## src/rtl/knight_link_pkg.sv

```systemverilog
`default_nettype none
// ============================================================================
// Module   : knight_link_pkg
// Brief    : Shared types and response codes for the knight command link.
// Revision : 1.0 - initial release
// ============================================================================
package knight_link_pkg;

  typedef enum logic [0:0] {
    WAIT_HI = 1'b0,
    WAIT_LO = 1'b1
  } byte_state_t;

  // Bit phase of a serial frame, shared by the RX and TX paths.
  typedef enum logic [1:0] {
    IDLE  = 2'd0,
    START = 2'd1,
    DATA  = 2'd2,
    STOP  = 2'd3
  } bit_phase_t;

  localparam logic [7:0] POS_ACK = 8'hA5;
  localparam logic [7:0] NEG_ACK = 8'hEE;

endpackage
`default_nettype wire

```

## src/rtl/knight_uart_tx.sv

```systemverilog
`default_nettype none
// ============================================================================
// Module   : knight_uart_tx
// Brief    : 8N1 serializer for response bytes; requests while busy are dropped.
// Revision : 1.0 - initial release
// ============================================================================
module knight_uart_tx
  import knight_link_pkg::*;
#(
  parameter int BAUD_DIV = 5208
) (
  input  logic       clk,
  input  logic       rst,
  input  logic [7:0] resp,
  input  logic       send_resp,
  output logic       TX,
  output logic       tx_busy,
  output logic       resp_sent
);

  localparam int unsigned     c_bw        = $clog2(BAUD_DIV);
  localparam logic [c_bw-1:0] c_baud_last = c_bw'(BAUD_DIV - 1);

  bit_phase_t      phase_q, phase_d;
  logic [7:0]      shift_q, shift_d;
  logic [c_bw-1:0] baud_q, baud_d;
  logic [2:0]      bit_q, bit_d;
  logic            tx_q, tx_d;
  logic            busy_q, busy_d;
  logic            sent_q, sent_d;
  logic            w_baud_end;

  assign w_baud_end = (baud_q == c_baud_last);

  always_comb begin
    phase_d = phase_q;
    shift_d = shift_q;
    baud_d  = baud_q + 1'b1;
    bit_d   = bit_q;
    tx_d    = tx_q;
    busy_d  = busy_q;
    sent_d  = 1'b0;
    case (phase_q)
      IDLE: begin
        baud_d = '0;
        if (send_resp) begin
          shift_d = resp;
          tx_d    = 1'b0;
          busy_d  = 1'b1;
          phase_d = START;
        end
      end
      START: begin
        if (w_baud_end) begin
          baud_d  = '0;
          bit_d   = 3'd0;
          tx_d    = shift_q[0];
          shift_d = {1'b0, shift_q[7:1]};
          phase_d = DATA;
        end
      end
      DATA: begin
        if (w_baud_end) begin
          baud_d = '0;
          if (bit_q == 3'd7) begin
            tx_d    = 1'b1;
            phase_d = STOP;
          end else begin
            bit_d   = bit_q + 1'b1;
            tx_d    = shift_q[0];
            shift_d = {1'b0, shift_q[7:1]};
          end
        end
      end
      STOP: begin
        // Dropping busy with the done pulse lets a request in this cycle start the next frame.
        if (w_baud_end) begin
          baud_d  = '0;
          busy_d  = 1'b0;
          sent_d  = 1'b1;
          phase_d = IDLE;
        end
      end
      default: phase_d = IDLE;
    endcase
  end

  always_ff @(posedge clk or posedge rst) begin
    if (rst) begin
      phase_q <= IDLE;
      shift_q <= '0;
      baud_q  <= '0;
      bit_q   <= '0;
      tx_q    <= 1'b1;
      busy_q  <= 1'b0;
      sent_q  <= 1'b0;
    end else begin
      phase_q <= phase_d;
      shift_q <= shift_d;
      baud_q  <= baud_d;
      bit_q   <= bit_d;
      tx_q    <= tx_d;
      busy_q  <= busy_d;
      sent_q  <= sent_d;
    end
  end

  assign TX        = tx_q;
  assign tx_busy   = busy_q;
  assign resp_sent = sent_q;

endmodule
`default_nettype wire

```

## src/rtl/knight_cmd_link.sv

```systemverilog
`default_nettype none
// ============================================================================
// Module   : knight_cmd_link
// Brief    : Knight-side UART command link: 2-byte command RX, response TX.
//            Optional macro CMD_TIMEOUT_EN: abandon a lone high byte after TIMEOUT clocks.
// Revision : 1.0 - initial release
// ============================================================================
module knight_cmd_link
  import knight_link_pkg::*;
#(
  parameter int BAUD_DIV = 5208,
  parameter int TIMEOUT  = 1000000
) (
  input  logic        clk,
  input  logic        rst,
  input  logic        RX,
  output logic        TX,
  output logic [15:0] cmd,
  output logic        cmd_rdy,
  input  logic        clr_cmd_rdy,
  input  logic [7:0]  resp,
  input  logic        send_resp,
  output logic        tx_busy,
  output logic        resp_sent,
  output logic        frm_err
);

  localparam int unsigned     c_bw        = $clog2(BAUD_DIV);
  localparam logic [c_bw-1:0] c_baud_last = c_bw'(BAUD_DIV - 1);
  localparam logic [c_bw-1:0] c_half_last = c_bw'(BAUD_DIV / 2 - 1);

  logic            rx_s1_q, rx_s2_q, rx_prev_q;
  bit_phase_t      rx_phase_q, rx_phase_d;
  logic [c_bw-1:0] rx_cnt_q, rx_cnt_d;
  logic [2:0]      rx_bit_q, rx_bit_d;
  logic [7:0]      rx_shift_q, rx_shift_d;
  logic            frm_err_q, frm_err_d;
  logic            w_stop_smp;
  logic            w_byte_vld;
  logic            w_timeout;

  byte_state_t     state_q, state_d;
  logic [7:0]      hi_byte_q, hi_byte_d;
  logic [15:0]     cmd_q, cmd_d;
  logic            cmd_rdy_q, cmd_rdy_d;

  always_ff @(posedge clk or posedge rst) begin
    if (rst) begin
      rx_s1_q   <= 1'b1;
      rx_s2_q   <= 1'b1;
      rx_prev_q <= 1'b1;
    end else begin
      rx_s1_q   <= RX;
      rx_s2_q   <= rx_s1_q;
      rx_prev_q <= rx_s2_q;
    end
  end

  always_comb begin
    rx_phase_d = rx_phase_q;
    rx_cnt_d   = rx_cnt_q + 1'b1;
    rx_bit_d   = rx_bit_q;
    rx_shift_d = rx_shift_q;
    w_stop_smp = 1'b0;
    case (rx_phase_q)
      IDLE: begin
        rx_cnt_d = '0;
        if (rx_prev_q && !rx_s2_q) rx_phase_d = START;
      end
      START: begin
        // A start bit that is high again at mid-bit was only a glitch.
        if (rx_cnt_q == c_half_last) begin
          rx_cnt_d   = '0;
          rx_bit_d   = 3'd0;
          rx_phase_d = rx_s2_q ? IDLE : DATA;
        end
      end
      DATA: begin
        if (rx_cnt_q == c_baud_last) begin
          rx_cnt_d   = '0;
          rx_shift_d = {rx_s2_q, rx_shift_q[7:1]};
          if (rx_bit_q == 3'd7) rx_phase_d = STOP;
          else                  rx_bit_d   = rx_bit_q + 1'b1;
        end
      end
      STOP: begin
        if (rx_cnt_q == c_baud_last) begin
          rx_cnt_d   = '0;
          w_stop_smp = 1'b1;
          rx_phase_d = IDLE;
        end
      end
      default: rx_phase_d = IDLE;
    endcase
  end

  assign w_byte_vld = w_stop_smp & rx_s2_q;
  assign frm_err_d  = w_stop_smp & ~rx_s2_q;

`ifdef CMD_TIMEOUT_EN
  localparam int unsigned       c_tw       = $clog2(TIMEOUT + 1);
  localparam logic [c_tw-1:0]   c_to_limit = c_tw'(TIMEOUT);

  logic [c_tw-1:0] to_cnt_q, to_cnt_d;

  assign w_timeout = (state_q == WAIT_LO) && (to_cnt_q == c_to_limit);

  always_comb begin
    to_cnt_d = '0;
    if (state_q == WAIT_LO && !w_byte_vld && !w_timeout) to_cnt_d = to_cnt_q + 1'b1;
  end

  always_ff @(posedge clk or posedge rst) begin
    if (rst) to_cnt_q <= '0;
    else     to_cnt_q <= to_cnt_d;
  end
`else
  assign w_timeout = 1'b0;
  if (TIMEOUT > 0) begin : g_timeout_unused
  end
`endif

  always_comb begin
    state_d   = state_q;
    hi_byte_d = hi_byte_q;
    cmd_d     = cmd_q;
    cmd_rdy_d = cmd_rdy_q;
    if (clr_cmd_rdy) cmd_rdy_d = 1'b0;
    if (w_byte_vld) begin
      if (state_q == WAIT_HI) begin
        hi_byte_d = rx_shift_q;
        cmd_rdy_d = 1'b0;
        state_d   = WAIT_LO;
      end else begin
        // Applied after the clear so a same-cycle clr_cmd_rdy loses.
        cmd_d     = {hi_byte_q, rx_shift_q};
        cmd_rdy_d = 1'b1;
        state_d   = WAIT_HI;
      end
    end else if (w_timeout) begin
      hi_byte_d = '0;
      state_d   = WAIT_HI;
    end
  end

  always_ff @(posedge clk or posedge rst) begin
    if (rst) begin
      rx_phase_q <= IDLE;
      rx_cnt_q   <= '0;
      rx_bit_q   <= '0;
      rx_shift_q <= '0;
      frm_err_q  <= 1'b0;
      state_q    <= WAIT_HI;
      hi_byte_q  <= '0;
      cmd_q      <= '0;
      cmd_rdy_q  <= 1'b0;
    end else begin
      rx_phase_q <= rx_phase_d;
      rx_cnt_q   <= rx_cnt_d;
      rx_bit_q   <= rx_bit_d;
      rx_shift_q <= rx_shift_d;
      frm_err_q  <= frm_err_d;
      state_q    <= state_d;
      hi_byte_q  <= hi_byte_d;
      cmd_q      <= cmd_d;
      cmd_rdy_q  <= cmd_rdy_d;
    end
  end

  assign cmd     = cmd_q;
  assign cmd_rdy = cmd_rdy_q;
  assign frm_err = frm_err_q;

  knight_uart_tx #(
    .BAUD_DIV (BAUD_DIV)
  ) u_tx (
    .clk       (clk),
    .rst       (rst),
    .resp      (resp),
    .send_resp (send_resp),
    .TX        (TX),
    .tx_busy   (tx_busy),
    .resp_sent (resp_sent)
  );

endmodule
`default_nettype wire

```

## config.mk

```make
export PLATFORM = sky130hd
export DESIGN_NAME = knight_cmd_link
export DESIGN_NICKNAME = d
export VERILOG_FILES = /design/src/rtl/knight_link_pkg.sv /design/src/rtl/knight_uart_tx.sv /design/src/rtl/knight_cmd_link.sv
export SDC_FILE = /design/constraint.sdc
export NUM_CORES = 1
export LEC_CHECK = 0
export ABC_AREA = 1
export BUFFER_PORTS_ARGS = -buffer_cell sky130_fd_sc_hd__buf_2
export CORE_MARGIN = 5
export CORE_UTILIZATION = 37
export CTS_BUF_LIST = sky130_fd_sc_hd__clkbuf_4 sky130_fd_sc_hd__clkbuf_8 sky130_fd_sc_hd__clkbuf_16
export DETAILED_ROUTE_END_ITERATION = 10
export SYNTH_ARGS = -nofsm -noshare
export SYNTH_HDL_FRONTEND = slang
export SYNTH_HIERARCHICAL = 1
export SYNTH_SLANG_ARGS = --single-unit
export TNS_END_PERCENT = 10
```

## constraint.sdc

```tcl
create_clock -name clk -period 2.7 [get_ports clk]
set_input_delay 0.27 -clock clk [delete_from_list [all_inputs] [get_ports clk]]
set_output_delay 0.27 -clock clk [all_outputs]
set_load 0.1 [all_outputs]
```

Word level (Yosys, flattened, before mapping)
Cells that the tools add are included.
Widths: inputs -> output; s select.
- memories: 0
- RAM bits: 0
- latch bits: 0
- bits in read-only memories: 0
- output and inout bits: 21
- bits in registers: 85
- logic and storage cells: 118
- mux-type cells: 47
- $lt $le $gt $ge: 0
- div/mod/pow operators: 0
- reductions and logical operators: 21
- equal/unequal tests: 23
- add/sub/neg operators: 4
- multipliers: 0
- shift-type cells: 0
- bitwise gates (word level): 4
- operators with widths (operator ; number):
    $mux 13 ; 3
    $pmux 13 s3 ; 1
    $mux 8 ; 4
    $add 13x1->13 const B ; 2
    $eq 13x13->1 const B ; 2
    $pmux 13 s2 ; 1
    $pmux 8 s3 ; 1
    $mux 2 ; 11
    $mux 3 ; 6
    $ne 2x2->1 const B ; 8
    $pmux 2 s4 ; 2
    $reduce_and 5->1 ; 3
    $mux 1 ; 14
    $eq 13x12->1 const B ; 1
    $pmux 3 s2 ; 2
    $reduce_and 4->1 ; 3
    $eq 2x2->1 const B ; 4
    $ne 2x1->1 const B ; 4
    $reduce_bool 2->1 ; 4
    $add 3x1->3 const B ; 2
    $eq 3x3->1 const B ; 2
    $reduce_and 2->1 ; 3
    $eq 2x1->1 const B ; 2
    $logic_not 2->1 ; 2
    10 further kinds ; 12

Logic depth before layout (Yosys ltp)
Gate-level depths: netlist of the first run.
- depth after elaboration: 5
- depth in mapped cells: 10
- mapped depth without buffers: 10

Hierarchy
Netlist of the first run, hierarchy kept.
- by module, submodules not included (module ; cells an instance ; area an instance (µm²) ; instances ; sequential area each (µm²)):
    knight_cmd_link ; 276 ; 2591.2 ; 1 ; 1405.1
    knight_uart_tx ; 205 ; 1657.8 ; 1 ; 726.9

Least setup slack after synthesis of the first run
OpenSTA, ideal clock, no wires.
- path kind: flip-flop to flip-flop
- start: register u_tx.phase_q[0]
- end: register u_tx.shift_q[0]
- setup slack: 1.086 ns
- arrival: 1.497 ns
- path buffers: 1
- data required time: 2.583 ns
- cell stages (with the launch flop): 7
- setup time: 0.117 ns
- clock period less this slack: 1.614 ns
- cell sequence: dfrtp_1 -> inv_1 -> ha_1 -> buf_1 -> mux2_2 -> nand4_1 -> nand2_1
- word-level cells in the longest chain between the ends: 3
- elaborated cells between the ends (all ways): 10
- classes of those cells: 6 x eq/ne; 1 x mux; 3 x reduce/logical
- ends and longest elaborated chain (what ; line ; source):
    start, declared ; knight_uart_tx.sv:24 ; bit_phase_t phase_q, phase_d;
    start signal, assigned ; knight_uart_tx.sv:98 ; phase_q <= phase_d;
    $eq 2x2->1, or another cell as far along ; knight_uart_tx.sv:43 ; case (phase_q)
    $ne 2x2->1 (no line), or another cell as far along ; -- ;
    $reduce_and 5->1 (no line) ; -- ;
    end signal, assigned ; knight_uart_tx.sv:99 ; shift_q <= shift_d;
    end, declared ; knight_uart_tx.sv:25 ; logic [7:0] shift_q, shift_d;
Several ways; a longest one is shown, not always the timed one.
A chain may end at the register's enable or synchronous reset.

Worst setup path in the final report of the first run
- start: register rx_cnt_q[0]
- end: register cmd_q[6] (netlist: cmd[6])
- word-level cells in the longest chain between the ends: 5
- ends and longest elaborated chain (what ; line ; source):
    start, declared ; knight_cmd_link.sv:34 ; logic [c_bw-1:0] rx_cnt_q, rx_cnt_d;
    start signal, assigned ; knight_cmd_link.sv:159 ; rx_cnt_q <= rx_cnt_d;
    $eq 13x13->1 ; knight_cmd_link.sv:87 ; if (rx_cnt_q == c_baud_last) begin
    $mux 1 ; knight_cmd_link.sv:87 ;
    $mux 1 ; knight_cmd_link.sv:65 ; case (rx_phase_q)
    $and 1x1->1 ; knight_cmd_link.sv:97 ; assign w_byte_vld = w_stop_smp & rx_s2_q;
    $reduce_and 2->1 (no line) ; -- ;
    end signal, assigned ; knight_cmd_link.sv:165 ; cmd_q <= cmd_d;
    end, declared ; knight_cmd_link.sv:44 ; logic [15:0] cmd_q, cmd_d;
Every way passes these cells.

==> impl_metrics.xml, run 1 <==
<?xml version="1.0" encoding="UTF-8"?>
<metrics>
  <group name="grt">
    <metric name="grt_pass1_vias" unit="">2962</metric>
    <metric name="track_usage" unit="">0.122</metric>
    <metric name="grt_pass1_wl" unit="µm">13400</metric>
    <metric name="grt_start_max_net_pins" unit="">57</metric>
    <metric name="grt-ovfl-total" unit="">0</metric>
    <metric name="number_of_antenna_violations_at_the_first_check_in_global_routing" unit="">0</metric>
  </group>
  <group name="timing">
    <metric name="final.min_clock_period" unit="ps">1900</metric>
    <metric name="grt_setup_unrepaired" unit="">false</metric>
    <metric name="setup-violations-final" unit="">0</metric>
    <metric name="clock.fmax" unit="GHz">0.527</metric>
    <metric name="max_clock_skew" unit="ps">9.86</metric>
    <metric name="fin_tns_setup" unit="ps">0</metric>
    <metric name="timing.final.max_slew_violations" unit="">0</metric>
    <metric name="slew_headroom" unit="">0.547</metric>
    <metric name="worstMarginPinSlew" unit="ps">680</metric>
    <metric name="timing.final.crit_share" unit="">0.702</metric>
    <metric name="final_hold_vio_count" unit="">0</metric>
  </group>
  <group name="power_and_ir_drop">
    <metric name="power_density" unit="nW/µm²">818</metric>
    <metric name="peakVddDrop" unit="mV">0.793</metric>
    <metric name="leakagePower" unit="µW">0.00237</metric>
  </group>
  <group name="layout">
    <metric name="filler_instances" unit="">1104</metric>
    <metric name="insertedDiodeCount" unit="">0</metric>
    <metric name="layout.nets" unit="">541</metric>
    <metric name="areaGrowthSynthToFinish" unit="%">13.3</metric>
    <metric name="drive_above_1_share" unit="">0.232</metric>
    <metric name="non_filler_cells_in_the_finished_layout" unit="">665</metric>
  </group>
  <group name="clock_tree">
    <metric name="cts_hold_buf" unit="">0</metric>
    <metric name="total_clock_buffers_created_by_cts" unit="">9</metric>
    <metric name="cts_tree" unit="">yes</metric>
    <metric name="post_cts_resized" unit="">0</metric>
    <metric name="cts-root-buf" unit="">clkbuf_16</metric>
    <metric name="cts_sinks" unit="">85</metric>
    <metric name="clock_tree.htree_level_count" unit="">3</metric>
    <metric name="clkLatencyLatePin" unit="ps">340</metric>
    <metric name="cts_setup_buffers" unit="">0</metric>
    <metric name="cts.clk_slew.worst_paths" unit="ps">60</metric>
    <metric name="clockBufferDepth" unit="">2</metric>
  </group>
  <group name="route">
    <metric name="detail_route.vias_per_cell" unit="">4.69</metric>
    <metric name="drt-wirelength-per-cell" unit="µm">11.6</metric>
    <metric name="ant_nets" unit="">0</metric>
    <metric name="drt_first_pass_iters" unit="">4</metric>
    <metric name="detail_route.iter0.violations" unit="">157</metric>
    <metric name="post-route-drc-count" unit="">0</metric>
    <metric name="wirelength" unit="µm">7700</metric>
    <metric name="vias" unit="">3121</metric>
  </group>
  <group name="die">
    <metric name="die_area" unit="µm²">13700</metric>
    <metric name="start_util" unit="">0.375</metric>
    <metric name="core.rowCount" unit="">39</metric>
    <metric name="chipHeight" unit="µm">117</metric>
    <metric name="io_pins" unit="">34</metric>
    <metric name="floorplan.die.width" unit="µm">117</metric>
    <metric name="core_area" unit="µm²">11300</metric>
  </group>
  <group name="worst_setup_path">
    <metric name="slowest_cell_on_the_critical_path" unit="">nand3_4</metric>
    <metric name="endpoint_kind" unit="">register</metric>
    <metric name="critical_path_arrival" unit="ps">2110</metric>
    <metric name="slowest_delay" unit="ps">370</metric>
    <metric name="criticalPathCategory" unit="">register to register</metric>
    <metric name="cp-start-kind" unit="">register</metric>
    <metric name="critical_path.cell_chain" unit="">ha_1, nand2_2, nor2_2, nand3_4, nor2_8, nand3_4, nand2_1, o21ai_2</metric>
    <metric name="worstPathMaxFanout" unit="">33</metric>
    <metric name="most_common_cell_on_crit_path" unit="">nand3_4</metric>
    <metric name="critical_path_required" unit="ps">2910</metric>
  </group>
  <group name="logic_synthesis">
    <metric name="synth.ff_latch_count" unit="">85</metric>
    <metric name="netlist_area" unit="µm²">4250</metric>
    <metric name="synth.yosys.warnings" unit="">6</metric>
    <metric name="postSynthNetCount" unit="">505</metric>
    <metric name="synthDistinctLibCells" unit="">35</metric>
    <metric name="postSynthCellCount" unit="">481</metric>
    <metric name="seq_area_frac_synth" unit="">0.502</metric>
    <metric name="mean_cell_area_of_the_mapped_netlist" unit="µm²">8.83</metric>
  </group>
  <group name="placement">
    <metric name="post-place-cells" unit="">649</metric>
    <metric name="detail_placement_hpwl" unit="µm">5510</metric>
    <metric name="routabilityCongestion" unit="">0.851</metric>
    <metric name="portBuffers" unit="">33</metric>
  </group>
  <group name="min_path">
    <metric name="hold_class" unit="">input pin to asynchronous set/reset pin</metric>
  </group>
  <group name="job">
    <metric name="max_cap_viol_count" unit="">0</metric>
  </group>
  <group name="run_status">
    <metric name="status" unit="">finished clean</metric>
  </group>
</metrics>
-- worst max-delay path, delay by kind of cell (launching register included) --
kind                       cells  cell delay [ps]
AOI/OAI and AO/OA              1               60
adders and majority gates      1              200
DFF                            1              360
and+or+nand+nor                6             1140
-- path summary, 6_finish.rpt --
kind                                             from                          end  slack (ps)  depth (start not counted)
worst max-delay path            rx_cnt_q[0]$_DFF_PP0_           cmd[6]$_DFFE_PP0P_         800                          8
min in group clk                                   RX            rx_s1_q$_DFF_PP1_          50                          1
worst max register to register  rx_cnt_q[0]$_DFF_PP0_           cmd[6]$_DFFE_PP0P_         800                          8
worst min register to register      rx_s1_q$_DFF_PP1_            rx_s2_q$_DFF_PP1_         350                          0
worst min-delay path                              rst  u_tx/phase_q[1]$_DFFE_PP0P_           9                          2
max in group asynchronous                         rst     u_tx/baud_q[7]$_DFF_PP0_        2070                          3
-- routing by layer --
layer / track usage / wire (µm) / part of all wire
met5: 0 / 0 / 0
met2: 0.194 / 3560 / 0.46
met4: 0.0313 / 56 / 0.0073
met1: 0.159 / 3690 / 0.48
met3: 0.0458 / 398 / 0.052
-- synth_stat cells --
cell / instances / area share
nand2_1: 132 / 0.12
dfrtp_1: 81 / 0.48
inv_1: 56 / 0.049
nor2_1: 42 / 0.037
o21ai_2: 25 / 0.052
o21ai_0: 21 / 0.025
nand3_1: 16 / 0.019
ha_1: 11 / 0.032
nand4_1: 11 / 0.016
nor3_1: 11 / 0.013
nand2_2: 8 / 0.012
xor2_1: 8 / 0.016
buf_6: 7 / 0.019
mux2_2: 7 / 0.019
a21oi_1: 6 / 0.0071
inv_2: 6 / 0.0053
nor2_2: 6 / 0.0088
dfstp_2: 4 / 0.025
nand3_2: 3 / 0.0071
or2_2: 3 / 0.0044
nand3_4: 2 / 0.0082
nor3b_1: 2 / 0.0035
a21boi_0: 1 / 0.0018
a21oi_2: 1 / 0.0021
a31oi_1: 1 / 0.0015
and3_1: 1 / 0.0015
buf_1: 1 / 0.00088
buf_2: 1 / 0.0012
clkbuf_1: 1 / 0.00088
nand3b_1: 1 / 0.0018
nand3b_4: 1 / 0.0047
nor2_8: 1 / 0.0047
nor3_4: 1 / 0.0038
o21bai_1: 1 / 0.0018
or2_4: 1 / 0.0021
-- power by group --
| part | switching, µW | internal [µW] |
|---|---|---|
| registers | 115 | 1440 |
| logic | 776 | 402 |
| clock network | 503 | 702 |
-- state kept, by name (all words and copies together), names as in the netlist, named ones only --
name	flops
state_q	1
rx_bit_q	3
rx_phase_q	1
rx_prev_q	1
u_tx/resp_sent	1
u_tx/tx_busy	1
u_tx/bit_q	3
cmd_rdy	1
rx_s1_q	1
rx_cnt_q	13
cmd	16
rx_s2_q	1
u_tx/shift_q	8
u_tx/baud_q	13
u_tx/TX	1
hi_byte_q	8
u_tx/phase_q	2
rx_shift_q	8
frm_err	1
-- cells by family (layout without fill, tap and decap cells) --
group           Yosys count  count (layout)  share of synthesized area
fa+ha+maj                11              11                     0.0324
compound gates           56              56                     0.0904
mux                       7               7                     0.0186
simple gates            242             242                      0.264
buf+inv                  72             113                     0.0763
flops                    85              85                      0.502
xor+xnor                  8               8                     0.0165
-- cells in the final DEF, fill, tap and decap left out, types with 3 or more instances in the layout --
master     synthesis  final
or2_2              3      3
inv_2              6      7
ha_1              11     11
nand2_2            8      8
buf_2              1     33
nand4_1           11     11
clkbuf_16          0      9
nor3_1            11     11
dfrtp_1           81     81
o21ai_2           25     25
dfstp_2            4      4
nand3_1           16     16
nor2_2             6      6
nor2_1            42     42
inv_1             56     55
mux2_2             7      7
a21oi_1            6      6
xor2_1             8      8
clkbuf_8           0      3
nand2_1          132    132
o21ai_0           21     21
nand3_2            3      3
-- layout make-up --
| cell class | instances | area, µm² | share of cell area |
|---|---|---|---|
| sequential | 85 | 2130 | 0.443 |
| multi-input combinational | 324 | 1790 | 0.372 |
| clock buffer | 12 | 267 | 0.0554 |
| inverter | 62 | 233 | 0.0483 |
| timing repair buffer | 35 | 180 | 0.0374 |
| tap | 143 | 179 | 0.0372 |
| clock inverter | 4 | 30.0 | 0.00624 |
-- per-stage QoR --
| step | utilization | worst slack (ps) | hold slack (ps) | total power (µW) | instance area [µm²] |
|---|---|---|---|---|---|
| 6_report | 0.425 | 804 | 8.63 | 3940 | 4810 |
| 3_5_place_dp | 0.399 | 773 | 348 | 2770 | 4520 |
| 5_1_grt | 0.425 | 580 | 21.7 | 4220 | 4810 |
| 4_1_cts | 0.425 | 765 | 27.2 | 4000 | 4810 |
| 2_1_floorplan | - | 1060 | 274 | 2560 | 4250 |
| 3_3_place_gp | 0.399 | 856 | 347 | 2740 | 4520 |
No activity file was read; power rests on OpenSTA's default activity.
==> run 2: changes to the inputs <==
==> constraint.sdc (replaced) <==
create_clock -name clk -period 1.88 [get_ports clk]
set_input_delay 0.188 -clock clk [delete_from_list [all_inputs] [get_ports clk]]
set_output_delay 0.188 -clock clk [all_outputs]
set_load 0.1 [all_outputs]
==> run 2 against run 1 <==
Against the previous run: worst setup slack worse by 600 ps; power is 52% higher; combinational power grew 53%; largest power group unchanged; critical path type unchanged; sequential power rose by 44%; clock skew fell by 2.7 ps; count of clock-buffer cells in the layout down 3; final cell count increased by 1.1%; sequential share of layout area shrank 1.0 points; critical endpoint is now rx_shift_q[1]$_DFFE_PP0P_; first-iteration DRC count rose by 18%.
==> impl_metrics.xml, run 2 (synthesis results as in run 1) <==
<?xml version="1.0" encoding="UTF-8"?>
<metrics>
  <group name="run_status">
    <metric name="status" unit="">finished clean</metric>
  </group>
  <group name="grt">
    <metric name="grt-ovfl-total" unit="">0</metric>
    <metric name="grt_pass1_wl" unit="µm">14100</metric>
    <metric name="track_usage" unit="">0.128</metric>
    <metric name="grt_start_max_net_pins" unit="">57</metric>
    <metric name="number_of_antenna_violations_at_the_first_check_in_global_routing" unit="">0</metric>
    <metric name="grt_pass1_vias" unit="">3098</metric>
  </group>
  <group name="clock_tree">
    <metric name="cts-root-buf" unit="">clkbuf_16</metric>
    <metric name="total_clock_buffers_created_by_cts" unit="">9</metric>
    <metric name="clkLatencyLatePin" unit="ps">330</metric>
    <metric name="cts_tree" unit="">yes</metric>
    <metric name="cts.clk_slew.worst_paths" unit="ps">70</metric>
    <metric name="cts_setup_buffers" unit="">0</metric>
    <metric name="clock_tree.htree_level_count" unit="">3</metric>
    <metric name="post_cts_resized" unit="">0</metric>
    <metric name="cts_sinks" unit="">85</metric>
    <metric name="clockBufferDepth" unit="">2</metric>
  </group>
  <group name="worst_setup_path">
    <metric name="worst_r2r_startpoint" unit="">rx_cnt_q[0]$_DFF_PP0_</metric>
    <metric name="worst_setup_path_startpoint" unit="">rx_cnt_q[0]$_DFF_PP0_</metric>
    <metric name="criticalPathCategory" unit="">register to register</metric>
    <metric name="cpLargestDelayFamily" unit="">simple AND/OR/NAND/NOR gates</metric>
    <metric name="slowest_cell_on_the_critical_path" unit="">nor3_4</metric>
    <metric name="crit_buf_inv" unit="">0</metric>
    <metric name="critical_path_arrival" unit="ps">1880</metric>
    <metric name="critical_path.cell_chain" unit="">ha_1, nand2_2, nor2_2, nand3_4, nor3_4, o21ai_0</metric>
    <metric name="worstPathMaxFanout" unit="">16</metric>
    <metric name="endpoint_kind" unit="">register</metric>
    <metric name="cp-start-kind" unit="">register</metric>
    <metric name="slowest_delay" unit="ps">420</metric>
    <metric name="critical_path_required" unit="ps">2080</metric>
  </group>
  <group name="placement">
    <metric name="detail_placement_hpwl" unit="µm">5740</metric>
    <metric name="routabilityCongestion" unit="">0.902</metric>
    <metric name="portBuffers" unit="">33</metric>
    <metric name="post-place-cells" unit="">654</metric>
  </group>
  <group name="route">
    <metric name="vias" unit="">3169</metric>
    <metric name="drt-wirelength-per-cell" unit="µm">12.0</metric>
    <metric name="wirelength" unit="µm">8060</metric>
    <metric name="post-route-drc-count" unit="">0</metric>
    <metric name="detail_route.iter0.violations" unit="">185</metric>
    <metric name="ant_nets" unit="">0</metric>
    <metric name="drt_first_pass_iters" unit="">4</metric>
    <metric name="detail_route.vias_per_cell" unit="">4.72</metric>
  </group>
  <group name="timing">
    <metric name="slew_headroom" unit="">0.678</metric>
    <metric name="timing.final.crit_share" unit="">0.893</metric>
    <metric name="clock.fmax" unit="GHz">0.596</metric>
    <metric name="grt_setup_unrepaired" unit="">false</metric>
    <metric name="worstMarginPinSlew" unit="ps">481</metric>
    <metric name="setup-violations-final" unit="">0</metric>
    <metric name="fin_tns_setup" unit="ps">0</metric>
    <metric name="final.min_clock_period" unit="ps">1680</metric>
    <metric name="final_hold_vio_count" unit="">0</metric>
    <metric name="max_clock_skew" unit="ps">7.11</metric>
    <metric name="final.hold.worst_slack" unit="ps">96.5</metric>
    <metric name="timing.final.max_slew_violations" unit="">0</metric>
  </group>
  <group name="layout">
    <metric name="layout.nets" unit="">548</metric>
    <metric name="largest_register_ffs" unit="">16</metric>
    <metric name="filler_instances" unit="">1094</metric>
    <metric name="areaGrowthSynthToFinish" unit="%">16.0</metric>
    <metric name="insertedDiodeCount" unit="">0</metric>
    <metric name="drive_above_1_share" unit="">0.238</metric>
    <metric name="non_filler_cells_in_the_finished_layout" unit="">672</metric>
    <metric name="layout_commonest_cell" unit="">nand2_1</metric>
    <metric name="commonest_non_fill_non_tap_cells_in_the_layout" unit="">nand2_1 (132), dfrtp_1 (81), inv_1 (55)</metric>
  </group>
  <group name="power_and_ir_drop">
    <metric name="clkPwrFrac" unit="">0.324</metric>
    <metric name="intPower" unit="µW">3890</metric>
    <metric name="fin_total_pwr" unit="µW">5970</metric>
    <metric name="switching_share_of_power" unit="">0.349</metric>
    <metric name="leakagePower" unit="µW">0.00242</metric>
    <metric name="netSwitchingPower" unit="µW">2090</metric>
    <metric name="power_density" unit="nW/µm²">1210</metric>
    <metric name="power_frac_seq" unit="">0.375</metric>
    <metric name="peakVddDrop" unit="mV">0.893</metric>
    <metric name="combPwrFrac" unit="">0.301</metric>
  </group>
  <group name="die">
    <metric name="core.rowCount" unit="">39</metric>
    <metric name="start_util" unit="">0.375</metric>
    <metric name="chipHeight" unit="µm">117</metric>
    <metric name="io_pins" unit="">34</metric>
    <metric name="floorplan.die.width" unit="µm">117</metric>
    <metric name="core_area" unit="µm²">11300</metric>
    <metric name="die_area" unit="µm²">13700</metric>
  </group>
  <group name="job">
    <metric name="max_cap_viol_count" unit="">0</metric>
  </group>
  <group name="min_path">
    <metric name="hold_class" unit="">input pin to register</metric>
    <metric name="worst_hold_startpoint" unit="">clr_cmd_rdy</metric>
  </group>
</metrics>
-- run 2: cell type report --
cell class	count	area, µm²	share of cell area
flip-flops and latches	85	2130	0.433
repair buffers	42	263	0.0533
well taps	143	179	0.0363
inverters	62	233	0.0472
multi-input cells	324	1790	0.364
clock buffers	9	225	0.0457
clock inverters	7	104	0.0211
-- run 2: repair_timing --
item                                   4_1_cts  5_1_grt
endpoints found under the hold margin       82        0
setup endpoints to repair                    0        0
hold buffers                                 2        0
-- run 2: power by group through the flow --
stage / Clock [µW] / Sequential [µW] / Combinational, µW
2_1_floorplan: 0 / 2370 / 1300
3_3_place_gp: 0 / 2260 / 1730
3_5_place_dp: 0 / 2260 / 1790
4_1_cts: 2000 / 2240 / 1810
5_1_grt: 2080 / 2270 / 2050
6_report: 1930 / 2240 / 1800
-- run 2: path summary, 6_finish.rpt --
| kind | depth (start not counted) | endpoint | slack, ps |
|---|---|---|---|
| max in group asynchronous | 4 | u_tx/TX$_DFFE_PP1P_ | 1070 |
| setup reg to reg | 6 | rx_shift_q[1]$_DFFE_PP0P_ | 200 |
| hold / removal | 3 | cmd_rdy$_DFFE_PP0P_ | 100 |
| setup / recovery | 6 | rx_shift_q[1]$_DFFE_PP0P_ | 200 |
| min in group asynchronous | 4 | rx_shift_q[7]$_DFFE_PP0P_ | 480 |
| hold reg to reg | 0 | rx_s2_q$_DFF_PP1_ | 360 |
-- run 2: tightest hold or removal path, stage by stage --
cell      delay, ps
buf_2            70
nand3b_1         90
nand2_1          50
-- run 2: routing by layer --
metal / GRT usage / up-vias / part of all wire
li1: - / 1617 / -
met1: 0.166 / 1487 / 0.48
met5: 0 / - / 0
met3: 0.0447 / 11 / 0.048
met4: 0.0291 / 0 / 0.011
met2: 0.207 / 54 / 0.46
-- run 2: metrics by stage --
stage          utilization  cell area (µm²)  setup slack, ps
3_5_place_dp         0.405             4580              172
3_3_place_gp         0.405             4580              248
2_1_floorplan            -             4250              266
6_report             0.435             4930              201
4_1_cts              0.435             4930              165
5_1_grt              0.435             4930             15.4
==> run 3: changes to the inputs <==
--- a/config.mk
+++ b/config.mk
@@ -11,6 +11,7 @@
 export CORE_UTILIZATION = 37
 export CTS_BUF_LIST = sky130_fd_sc_hd__clkbuf_4 sky130_fd_sc_hd__clkbuf_8 sky130_fd_sc_hd__clkbuf_16
 export DETAILED_ROUTE_END_ITERATION = 10
+export MAX_ROUTING_LAYER = met4
 export SYNTH_ARGS = -nofsm -noshare
 export SYNTH_HDL_FRONTEND = slang
 export SYNTH_HIERARCHICAL = 1
==> run 3 against run 2 <==
Against the previous run: critical path depth did not move; register-to-register slack barely moved; worst hold slack got worse by 1.4 ps; sequential cell count did not move; final cell count did not move; non-clock buffer count did not move; count of clock-buffer cells in the layout did not move; sequential share of layout area did not move; combinational power barely moved; via count fell by 0.28%; global-route usage rose by 0.34 points; wire length fell by 0.24%.
==> impl_metrics.xml, run 3 (synthesis results as in run 1) <==
<?xml version="1.0" encoding="UTF-8"?>
<metrics>
  <group name="power_and_ir_drop">
    <metric name="combPwrFrac" unit="">0.301</metric>
    <metric name="netSwitchingPower" unit="µW">2090</metric>
    <metric name="clkPwrFrac" unit="">0.324</metric>
    <metric name="power_density" unit="nW/µm²">1210</metric>
    <metric name="intPower" unit="µW">3890</metric>
    <metric name="switching_share_of_power" unit="">0.349</metric>
    <metric name="power_frac_seq" unit="">0.375</metric>
    <metric name="leakagePower" unit="µW">0.00242</metric>
    <metric name="peakVddDrop" unit="mV">0.893</metric>
  </group>
  <group name="placement">
    <metric name="detail_placement_hpwl" unit="µm">5740</metric>
    <metric name="post-place-cells" unit="">654</metric>
    <metric name="dpl_cell_area" unit="µm²">4580</metric>
    <metric name="routabilityCongestion" unit="">0.918</metric>
    <metric name="portBuffers" unit="">33</metric>
  </group>
  <group name="timing">
    <metric name="clock.fmax" unit="GHz">0.595</metric>
    <metric name="grt_setup_unrepaired" unit="">false</metric>
    <metric name="timing.final.crit_share" unit="">0.894</metric>
    <metric name="timing.final.max_slew_violations" unit="">0</metric>
    <metric name="final.min_clock_period" unit="ps">1680</metric>
    <metric name="max_clock_skew" unit="ps">6.62</metric>
    <metric name="fin_tns_setup" unit="ps">0</metric>
    <metric name="final_hold_vio_count" unit="">0</metric>
    <metric name="slew_headroom" unit="">0.678</metric>
    <metric name="worstMarginPinSlew" unit="ps">481</metric>
    <metric name="setup-violations-final" unit="">0</metric>
  </group>
  <group name="grt">
    <metric name="number_of_antenna_violations_at_the_first_check_in_global_routing" unit="">0</metric>
    <metric name="grt_pass1_wl" unit="µm">14100</metric>
    <metric name="grt-ovfl-total" unit="">0</metric>
    <metric name="track_usage" unit="">0.131</metric>
    <metric name="grt_pass1_vias" unit="">3101</metric>
    <metric name="grt_start_max_net_pins" unit="">57</metric>
  </group>
  <group name="min_path">
    <metric name="hold_class" unit="">input pin to register</metric>
    <metric name="worst_hold_startpoint" unit="">clr_cmd_rdy</metric>
  </group>
  <group name="worst_setup_path">
    <metric name="endpoint_kind" unit="">register</metric>
    <metric name="critical_path_required" unit="ps">2080</metric>
    <metric name="cpLargestDelayFamily" unit="">simple AND/OR/NAND/NOR gates</metric>
    <metric name="critical_path.cell_chain" unit="">ha_1, nand2_2, nor2_2, nand3_4, nor3_4, o21ai_0</metric>
    <metric name="cp-start-kind" unit="">register</metric>
    <metric name="worstPathMaxFanout" unit="">16</metric>
    <metric name="critical_path_arrival" unit="ps">1880</metric>
    <metric name="crit_buf_inv" unit="">0</metric>
    <metric name="worst_r2r_startpoint" unit="">rx_cnt_q[0]$_DFF_PP0_</metric>
    <metric name="slowest_delay" unit="ps">420</metric>
    <metric name="worst_setup_path_startpoint" unit="">rx_cnt_q[0]$_DFF_PP0_</metric>
    <metric name="slowest_cell_on_the_critical_path" unit="">nor3_4</metric>
    <metric name="criticalPathCategory" unit="">register to register</metric>
  </group>
  <group name="route">
    <metric name="drt-wirelength-per-cell" unit="µm">12.0</metric>
    <metric name="post-route-drc-count" unit="">0</metric>
    <metric name="vias" unit="">3160</metric>
    <metric name="ant_nets" unit="">0</metric>
    <metric name="detail_route.vias_per_cell" unit="">4.70</metric>
    <metric name="wirelength" unit="µm">8040</metric>
    <metric name="drt_first_pass_iters" unit="">5</metric>
    <metric name="detail_route.iter0.violations" unit="">188</metric>
  </group>
  <group name="layout">
    <metric name="areaGrowthSynthToFinish" unit="%">16.0</metric>
    <metric name="commonest_non_fill_non_tap_cells_in_the_layout" unit="">nand2_1 (132), dfrtp_1 (81), inv_1 (55)</metric>
    <metric name="area.sequential" unit="µm²">2130</metric>
    <metric name="non_filler_cells_in_the_finished_layout" unit="">672</metric>
    <metric name="layout.nets" unit="">548</metric>
    <metric name="layout_commonest_cell" unit="">nand2_1</metric>
    <metric name="drive_above_1_share" unit="">0.238</metric>
    <metric name="insertedDiodeCount" unit="">0</metric>
    <metric name="largest_register_ffs" unit="">16</metric>
    <metric name="filler_instances" unit="">1094</metric>
    <metric name="finish.instance_area" unit="µm²">4930</metric>
    <metric name="combined_area_of_the_multi_input_logic_cells" unit="µm²">1790</metric>
  </group>
  <group name="job">
    <metric name="max_cap_viol_count" unit="">0</metric>
  </group>
  <group name="clock_tree">
    <metric name="clockBufferDepth" unit="">2</metric>
    <metric name="cts.clk_slew.worst_paths" unit="ps">70</metric>
    <metric name="total_clock_buffers_created_by_cts" unit="">9</metric>
    <metric name="cts-root-buf" unit="">clkbuf_16</metric>
    <metric name="clkLatencyLatePin" unit="ps">340</metric>
    <metric name="cts_setup_buffers" unit="">0</metric>
    <metric name="clock_tree.htree_level_count" unit="">3</metric>
    <metric name="cts_sinks" unit="">85</metric>
    <metric name="cts_tree" unit="">yes</metric>
  </group>
  <group name="die">
    <metric name="chipHeight" unit="µm">117</metric>
    <metric name="start_util" unit="">0.375</metric>
    <metric name="core_area" unit="µm²">11300</metric>
    <metric name="floorplan.die.width" unit="µm">117</metric>
    <metric name="die_area" unit="µm²">13700</metric>
    <metric name="io_pins" unit="">34</metric>
    <metric name="core.rowCount" unit="">39</metric>
  </group>
  <group name="run_status">
    <metric name="status" unit="">finished clean</metric>
  </group>
</metrics>
## run 3: cell counts in the layout (fill, tap and decap cells not counted)
Identical to the previous run, type by type.
## run 3: metrics by stage
stage          power, µW  hold WS (ps)  setup slack, ps   util
6_report            5970          95.1              200  0.435
5_1_grt             6400           115             15.4  0.435
4_1_cts             6040          89.0              165  0.435
3_5_place_dp        4050           297              172  0.405
3_3_place_gp        3990           295              248  0.405
2_1_floorplan       3670           192              266      -
## run 3: worst paths after layout
path / slack (ps) / cells after the start / endpoint
worst max-delay path: 200 / 6 / rx_shift_q[1]$_DFFE_PP0P_
worst min-delay path: 100 / 3 / cmd_rdy$_DFFE_PP0P_
worst max register to register: 200 / 6 / rx_shift_q[1]$_DFFE_PP0P_
worst min register to register: 360 / 0 / rx_s2_q$_DFF_PP1_
max in group asynchronous: 1060 / 4 / u_tx/TX$_DFFE_PP1P_
min in group asynchronous: 480 / 4 / rx_shift_q[7]$_DFFE_PP0P_
## run 3: what timing repair did
| action | 4_1_cts | 5_1_grt |
|---|---|---|
| hold buffers | 2 | 0 |
| endpoints found under the hold margin | 82 | 0 |
| gates resized for setup | 0 | 0 |
## run 3: worst min-delay path, cell delays in order
cell and delay, ps:
buf_2 70, nand3b_1 90, nand2_1 50
## run 3: cell type report
type	instances	share of cell area
sequential	85	0.433
multi-input combinational	324	0.364
timing repair buffer	42	0.0533
inverter	62	0.0472
clock buffer	9	0.0457
tap	143	0.0363
clock inverter	7	0.0211
## run 3: metal layers
| layer | routed length (µm) | share of wire | track usage |
|---|---|---|---|
| met1 | 3860 | 0.48 | 0.166 |
| met5 | 0 | 0 | - |
| met4 | 74 | 0.0092 | 0.0313 |
| met2 | 3750 | 0.47 | 0.207 |
| met3 | 359 | 0.045 | 0.0406 |
## run 3: power by group through the flow
stage,logic (µW),clock network [µW],registers [µW]
finish,1800,1940,2240
global route,2050,2080,2270
CTS,1810,2000,2240
detailed placement,1790,0,2260
global placement,1730,0,2260
floorplan,1300,0,2370
